===== config.mk =====
export PLATFORM = sky130hd
export DESIGN_NAME = rx_dpram_writer
export DESIGN_NICKNAME = d
export VERILOG_FILES = /design/src/rtl/rx_dpram_writer.sv
export SDC_FILE = /design/constraint.sdc
export NUM_CORES = 1
export LEC_CHECK = 0
export CORE_MARGIN = 3
export CORE_UTILIZATION = 33
export CTS_CLUSTER_SIZE = 24
export DETAILED_ROUTE_END_ITERATION = 10
export GPL_ROUTABILITY_DRIVEN = 0
export PLACE_DENSITY_LB_ADDON = 0.05
export SLEW_MARGIN = 20
export SYNTH_ARGS = -nofsm -noshare
export SYNTH_HDL_FRONTEND = slang
export SYNTH_SLANG_ARGS = --single-unit

===== constraint.sdc =====
create_clock -name iDm9000aClk -period 3.5 [get_ports iDm9000aClk]
set_input_delay 0.7 -clock iDm9000aClk [delete_from_list [all_inputs] [get_ports iDm9000aClk]]
set_output_delay 0.7 -clock iDm9000aClk [all_outputs]
set_load 0.02 [all_outputs]

===== src/rtl/rx_dpram_writer.sv =====
// rx_dpram_writer
//
// Takes 16-bit receive words from the DM9000A RX controller, splits each word
// into two bytes and writes them one per cycle into port B of the shared
// 1024x8 frame DPRAM. When the last word has been stored, the byte length is
// published on oRxLen and oFrameReady is held high. The downstream
// DPRAM-to-FIFO stage uses that level as its run-start and releases the frame
// with iFrameAck.
//
// Ports:
//   iDm9000aClk   system clock, rising edge
//   iReset        asynchronous active-high reset
//   iRxStart      one-cycle pulse, start of a new frame (honoured in IDLE only)
//   iRxWordValid  iRxWord valid; taken while oWordReady=1
//   iRxWord       received word, [7:0] is the first byte on the wire
//   iRxLast       accepted word is the last one of the frame
//   iRxOdd        with iRxLast: only one byte of the last word is valid
//   oWordReady    block can take a word this cycle
//   address_b     DPRAM port B address
//   data_b        DPRAM port B write data
//   wren_b        DPRAM port B write enable
//   oRxLen        frame byte count, valid while oFrameReady=1
//   oFrameReady   frame stored, held until iFrameAck
//   iFrameAck     downstream run-end, releases the frame
//   oOverflow     sticky: the frame had more than MAX_LEN bytes
//
// Build option:
//   RX_BYTE_SWAP_EN  when defined, iRxWord[15:8] is stored first and
//                    iRxWord[7:0] second; an odd last word keeps only [15:8].
//                    When undefined, [7:0] is stored first.

module rx_dpram_writer #(
    parameter int ADDR_W  = 10,
    parameter int MAX_LEN = 1024
) (
    input  logic              iDm9000aClk,
    input  logic              iReset,
    input  logic              iRxStart,
    input  logic              iRxWordValid,
    input  logic [15:0]       iRxWord,
    input  logic              iRxLast,
    input  logic              iRxOdd,
    output logic              oWordReady,
    output logic [ADDR_W-1:0] address_b,
    output logic [7:0]        data_b,
    output logic              wren_b,
    output logic [15:0]       oRxLen,
    output logic              oFrameReady,
    input  logic              iFrameAck,
    output logic              oOverflow
);

    // One extra bit so the counter can reach MAX_LEN itself.
    localparam int CNT_W = ADDR_W + 1;
    localparam logic [CNT_W-1:0] MAX_CNT = CNT_W'(MAX_LEN);

    typedef enum logic [2:0] {
        IDLE,
        WAIT_WORD,
        WR_LO,
        WR_HI,
        READY
    } state_t;

    state_t           state;
    logic [CNT_W-1:0] byte_cnt;
    logic [7:0]       pend_byte;
    logic             last_q;
    logic             odd_q;

    logic [7:0]       first_byte_in;
    logic [7:0]       second_byte_in;
    logic             room_now;
    logic             room_next;
    logic [CNT_W-1:0] cnt_after;

    // Byte order of an incoming word. Only the second byte needs to be kept,
    // the first one goes straight to the DPRAM port on the accepting edge.
`ifdef RX_BYTE_SWAP_EN
    assign first_byte_in  = iRxWord[15:8];
    assign second_byte_in = iRxWord[7:0];
`else
    assign first_byte_in  = iRxWord[7:0];
    assign second_byte_in = iRxWord[15:8];
`endif

    // room_now: the byte being written in the current WR_LO/WR_HI cycle (or
    // about to be written, seen from WAIT_WORD) fits in the DPRAM.
    // cnt_after: counter once that byte is accounted for; it saturates at
    // MAX_LEN so the address never wraps.
    // room_next: the following byte fits as well.
    assign room_now  = (byte_cnt < MAX_CNT);
    assign cnt_after = room_now ? byte_cnt + 1'b1 : byte_cnt;
    assign room_next = (cnt_after < MAX_CNT);

    // Frame FSM. Every output is a register loaded on the edge that enters the
    // state it belongs to, so the write strobe for a byte is visible during
    // the WR_LO/WR_HI cycle itself. The counter is advanced while leaving the
    // write state, which is why the next byte's address is taken from
    // cnt_after rather than byte_cnt.
    always_ff @(posedge iDm9000aClk or posedge iReset) begin
        if (iReset) begin
            state       <= IDLE;
            byte_cnt    <= '0;
            pend_byte   <= '0;
            last_q      <= 1'b0;
            odd_q       <= 1'b0;
            oWordReady  <= 1'b0;
            address_b   <= '0;
            data_b      <= '0;
            wren_b      <= 1'b0;
            oRxLen      <= '0;
            oFrameReady <= 1'b0;
            oOverflow   <= 1'b0;
        end else begin
            // A write strobe never lasts more than one cycle.
            wren_b <= 1'b0;

            case (state)
                IDLE: begin
                    if (iRxStart) begin
                        state      <= WAIT_WORD;
                        byte_cnt   <= '0;
                        oOverflow  <= 1'b0;
                        oRxLen     <= '0;
                        oWordReady <= 1'b1;
                    end
                end

                WAIT_WORD: begin
                    if (iRxWordValid) begin
                        state      <= WR_LO;
                        oWordReady <= 1'b0;
                        pend_byte  <= second_byte_in;
                        last_q     <= iRxLast;
                        odd_q      <= iRxOdd;
                        if (room_now) begin
                            wren_b    <= 1'b1;
                            address_b <= byte_cnt[ADDR_W-1:0];
                            data_b    <= first_byte_in;
                        end else begin
                            oOverflow <= 1'b1;
                        end
                    end
                end

                WR_LO: begin
                    byte_cnt <= cnt_after;
                    // iRxOdd only matters on the last word.
                    if (last_q && odd_q) begin
                        state       <= READY;
                        oFrameReady <= 1'b1;
                        oRxLen      <= 16'(cnt_after);
                    end else begin
                        state <= WR_HI;
                        if (room_next) begin
                            wren_b    <= 1'b1;
                            address_b <= cnt_after[ADDR_W-1:0];
                            data_b    <= pend_byte;
                        end else begin
                            oOverflow <= 1'b1;
                        end
                    end
                end

                WR_HI: begin
                    byte_cnt <= cnt_after;
                    if (last_q) begin
                        state       <= READY;
                        oFrameReady <= 1'b1;
                        oRxLen      <= 16'(cnt_after);
                    end else begin
                        state      <= WAIT_WORD;
                        oWordReady <= 1'b1;
                    end
                end

                READY: begin
                    // oRxLen stays put until the next iRxStart in IDLE.
                    if (iFrameAck) begin
                        state       <= IDLE;
                        oFrameReady <= 1'b0;
                    end
                end

                default: begin
                    state <= IDLE;
                end
            endcase
        end
    end

endmodule


# Yosys cells after proc, flatten, opt, wreduce, memory -nomap -nowiden
# Cells that the tools add are included.
[classes]
n_addsub = 1
order_cmp = 2
n_eq_ne = 15
mux = 42
reduce_logical = 17
[ops]
columns = ["operator", "count"]
rows = [
  ["$mux 16", 3],
  ["$pmux 16 s3", 1],
  ["$mux 10", 4],
  ["$mux 8", 4],
  ["$lt 11x11->1 const B", 2],
  ["$mux 11", 2],
  ["$ne 2x2->1 const B", 11],
  ["$pmux 11 s2", 1],
  ["$pmux 10 s2", 1],
  ["$pmux 8 s2", 1],
  ["$mux 1", 15],
  ["$mux 3", 5],
  ["$pmux 3 s5", 1],
  ["$reduce_and 4->1", 3],
  ["$reduce_bool 3->1", 4],
  ["$add 11x1->11 const B", 1],
  ["$pmux 1 s3", 3],
  ["$eq 3x2->1 const B", 2],
  ["$reduce_and 6->1", 1],
  ["$reduce_and 5->1", 1],
  ["$reduce_and 2->1", 2],
  ["$reduce_bool 2->1", 2],
  ["$eq 3x1->1 const B", 1],
  ["$eq 3x3->1 const B", 1],
  ["5 further kinds", 5],
]
[word_totals]
reg_bits = 62
out_inout_bits = 38
word_cells = 89

# Depth between registers and ports, before layout
[depth]
word_depth = 6
mapped_depth = 6

# Least setup slack after synthesis
# Ideal clock, no wire load.
[synth_path]
kind = "flip-flop to flip-flop"
startpoint = "register state[0]"
endpoint = "register address_b[0]"
setup_time_ns = 0.127
t_arrival_ns = 1.988
path_slack_ns = 1.385
stages_incl_launch_ff = 7
cell_sequence = "dfrtp_1 > buf_2 > nand2b_1 > o21a_1 > a2111oi_4 > buf_6 > mux2_1"
[synth_between]
elab_chain_cells = 3
[synth_rtl]
columns = ["item", "line", "source"]
rows = [
  ["start, declared", "65", "state_t state;"],
  ["start signal, assigned", "103", "state <= IDLE;"],
  ["start signal, assigned", "122", "state <= WAIT_WORD;"],
  ["start signal, assigned", "132", "state <= WR_LO;"],
  ["$eq 3x2->1 / $eq 3x1->1 (equally long branches)", "119", "case (state)"],
  ["$ne 2x2->1 (no source line) / $reduce_bool 2->1 (equally long branches)", "n/a", ""],
  ["$reduce_and 5->1 (no source line)", "n/a", ""],
  ["end signal, assigned", "139", "address_b <= byte_cnt[ADDR_W-1:0];"],
  ["end signal, assigned", "158", "address_b <= cnt_after[ADDR_W-1:0];"],
  ["end, declared", "44", "output logic [ADDR_W-1:0] address_b,"],
]
# Several ways; a longest one is shown, not always the timed one.
# A chain may end at the register's enable or synchronous reset.

# Worst setup path after layout
[layout_path]
startpoint = "register state[2]"
endpoint = "register address_b[1]"
# Same word-level chain as after synthesis.

==> flow_summary.yaml <==
run_status:
  status: "complete, no violations"
timing:
  period_minus_slack_ps: 2250
  setup_viol: 0
  rsz0062_at_grt: "false"
  skew_ps: 6.65
  max_slew_margin_pct: 41.8
  hold_viol: 0
  worstMarginPinSlew_ps: 873
  fin_crit_sh_pct: 64.4
  slew_violations: 0
  setup_tns_ps: 0
  hold_ws_ps: 485
  fmax_mhz: 443
  setup_slack_ps: 1250
synth:
  synth-async-reset-ratio_pct: 100
  synth.most_common_cell: "dfrtp_1"
  synthFlopType: "dfrtp_1"
  synth_top_area_share_pct: 49.3
  synth_area_um2: 2900
  synth-seq-cells: 57
  synth_seq_area_share_pct: 49.3
  ys_top_cells_by_count: "dfrtp_1, nand2_1, mux2_2"
  ys_types: 44
  syn_inst: 274
  synth_warnings: 0
  synthTopCellsByArea: "dfrtp_1, mux2_2, nand2_1"
  syn_area_per_cell_um2: 10.6
  yosysTopAreaCell: "dfrtp_1"
  synth_edf_count: 0
run:
  max_cap_violations: 0
layout:
  antennaDiodeCount: 0
  drive_above_1_share_pct: 15.7
  final_nets: 352
  syn_to_final_growth_pct: 27.9
  fin_area_um2: 3700
power_and_ir_drop:
  ir_drop_v: 0.000347
  powerDensity_nw_per_um2: 729
  cellLeakagePower_uw: 0.00160
setup_path:
  crit_fanout: 14
  cp_data_required_time_ps: 3710
  cp.arrival_ps: 2460
  path_class: "reg -> reg"
  endpoint_kind: "register"
  crit_path_start_kind: "register"
  r2r-end: "address_b[1]$_DFFE_PP0P_"
  rrSetupSlack_ps: 1250
  r2r_cells: 4
  reg2reg_from: "state[2]$_DFFE_PP0P_"
placed_design:
  portBuffers: 55
  place.detailed.hpwl_mm: 4.70
  placedInstanceArea_um2: 3520
  place_ws_ps: 1010
clock_tree:
  cts_resized: 0
  cts-hold-fix-buffers: 0
  cts_sinks: 57
  htree_levels: 3
  clock_path_buffers: 2
  post_cts_buffers: 0
  clk_pin_slew_worst_paths_ps: 60
  cts_tree: "yes"
  cts_made_buffers: 9
  root_buffer: "clkbuf_8"
  clkLatencyLatePin_ps: 330
floorplan:
  dieArea_um2: 9930
  fp.dieW_um: 99.7
  die_y_um: 99.7
  initial_core_util_pct: 34.5
  io_pins: 61
  core_area_um2: 8380
  rows: 33
drt:
  drc_errors: 0
  wl_per_cell_um: 15.3
  ant_nets: 0
  num_vias: 2196
  drtPass1Iterations: 4
  finalWirelength_mm: 6.67
  drtIter0Drc: 87
  vias_per_cell: 5.03
hold_path:
  worstHoldPathCells: 1
  whs_endpoint: "address_b[9]$_DFFE_PP0P_"
  worstHoldPathType: "reg -> reg"
  hp-start: "address_b[9]$_DFFE_PP0P_"
global_route:
  grt_pass1_vias: 2148
  grt.total_usage_pct: 14.3
  gr-total-overflow: 0
  grt_pass1_wl_mm: 11.1
  antenna_found_initial: 0
  grt_start_max_net_pins: 37
## power breakdown
group	internal (uW)	switching, uW	total (uW)	leakage, uW
registers	840	150	990	0.000737
logic	563	584	1150	0.000768
clock network	310	251	561	0.0000915
total	1710	985	2700	0.00160
## worst max path at each step
stage                                     from                        to  depth (start not counted)
after detailed placement          iRxWordValid  address_b[7]$_DFFE_PP0P_                          5
after floorplan           state[0]$_DFFE_PP0P_  address_b[0]$_DFFE_PP0P_                          6
after global routing      state[1]$_DFFE_PP0P_     oRxLen[4]$_DFFE_PP0P_                          4
after CTS                 state[2]$_DFFE_PP0P_  address_b[1]$_DFFE_PP0P_                          4
final                     state[2]$_DFFE_PP0P_  address_b[1]$_DFFE_PP0P_                          4
after global placement            iRxWordValid     data_b[0]$_DFFE_PP0P_                          5
## through the flow
stage | power (uW) | util [%] | cells
floorplan | 1780 | - | 278
global placement | 2160 | 42.0 | 422
detailed placement | 2170 | 42.0 | 422
CTS | 2740 | 44.2 | 437
global route | 2900 | 44.2 | 437
finish | 2700 | 44.2 | 437
## metal layers
metal  vias to the layer above  wire (um)  share of wire, %  track usage (%)
met3                         5        284               4.3             5.19
met2                        40       3160                47             21.8
met5                         -          0                 0                0
met4                         0         73               1.1             4.31
met1                      1100       3150                47             18.9
li1                       1051          -                 -                -
## layout make-up
class | count | area, um2
Clock buffer | 13 | 169
Fill cell | 816 | 4680
Multi-Input combinational cell | 194 | 1350
Timing Repair Buffer | 61 | 596
Inverter | 5 | 18.8
Clock inverter | 2 | 12.5
Sequential cell | 57 | 1430
Tap cell | 105 | 131
## cell families (layout without fill, tap and decap cells)
group                      Yosys count  in the layout  share of synthesized area [%]
muxes                               37             37                           14.3
xor gates and xnor gates            18             18                           5.45
adders and majority gates            1              1                          0.432
other                                1              5                          0.130
DFF                                 57             57                           49.3
AOI/OAI and AO/OA                   48             48                           11.4
buffers and inverters               27             81                           4.67
and+or+nand+nor                     85             85                           14.3
## sequential cells by signal, summed over array words and instances (netlist names)
name / count
address_b: 10
byte_cnt: 11
data_b: 8
last_q: 1
oFrameReady: 1
oOverflow: 1
oRxLen: 11
oWordReady: 1
odd_q: 1
pend_byte: 8
state: 3
wren_b: 1
## placed cells by master, fill, tap and decap left out, types with 5 or more instances in the layout
master,instances
dfrtp_1,57
clkdlybuf4s50_1,55
nand2_1,33
mux2_2,27
nor2_1,17
o21ai_0,17
clkbuf_8,12
xor2_1,9
mux2_1,9
xnor2_1,9
nand3_1,6
a21oi_1,6
buf_4,6
o2bb2ai_1,5
conb_1,5
## critical path, cell delays in order, from the launching register on
cell and delay, ps:
dfrtp_1 540, or3b_2 710, nor2_1 220, mux2_2 360, mux2_1 290
Note: power is estimated with default switching activity, not from simulation.
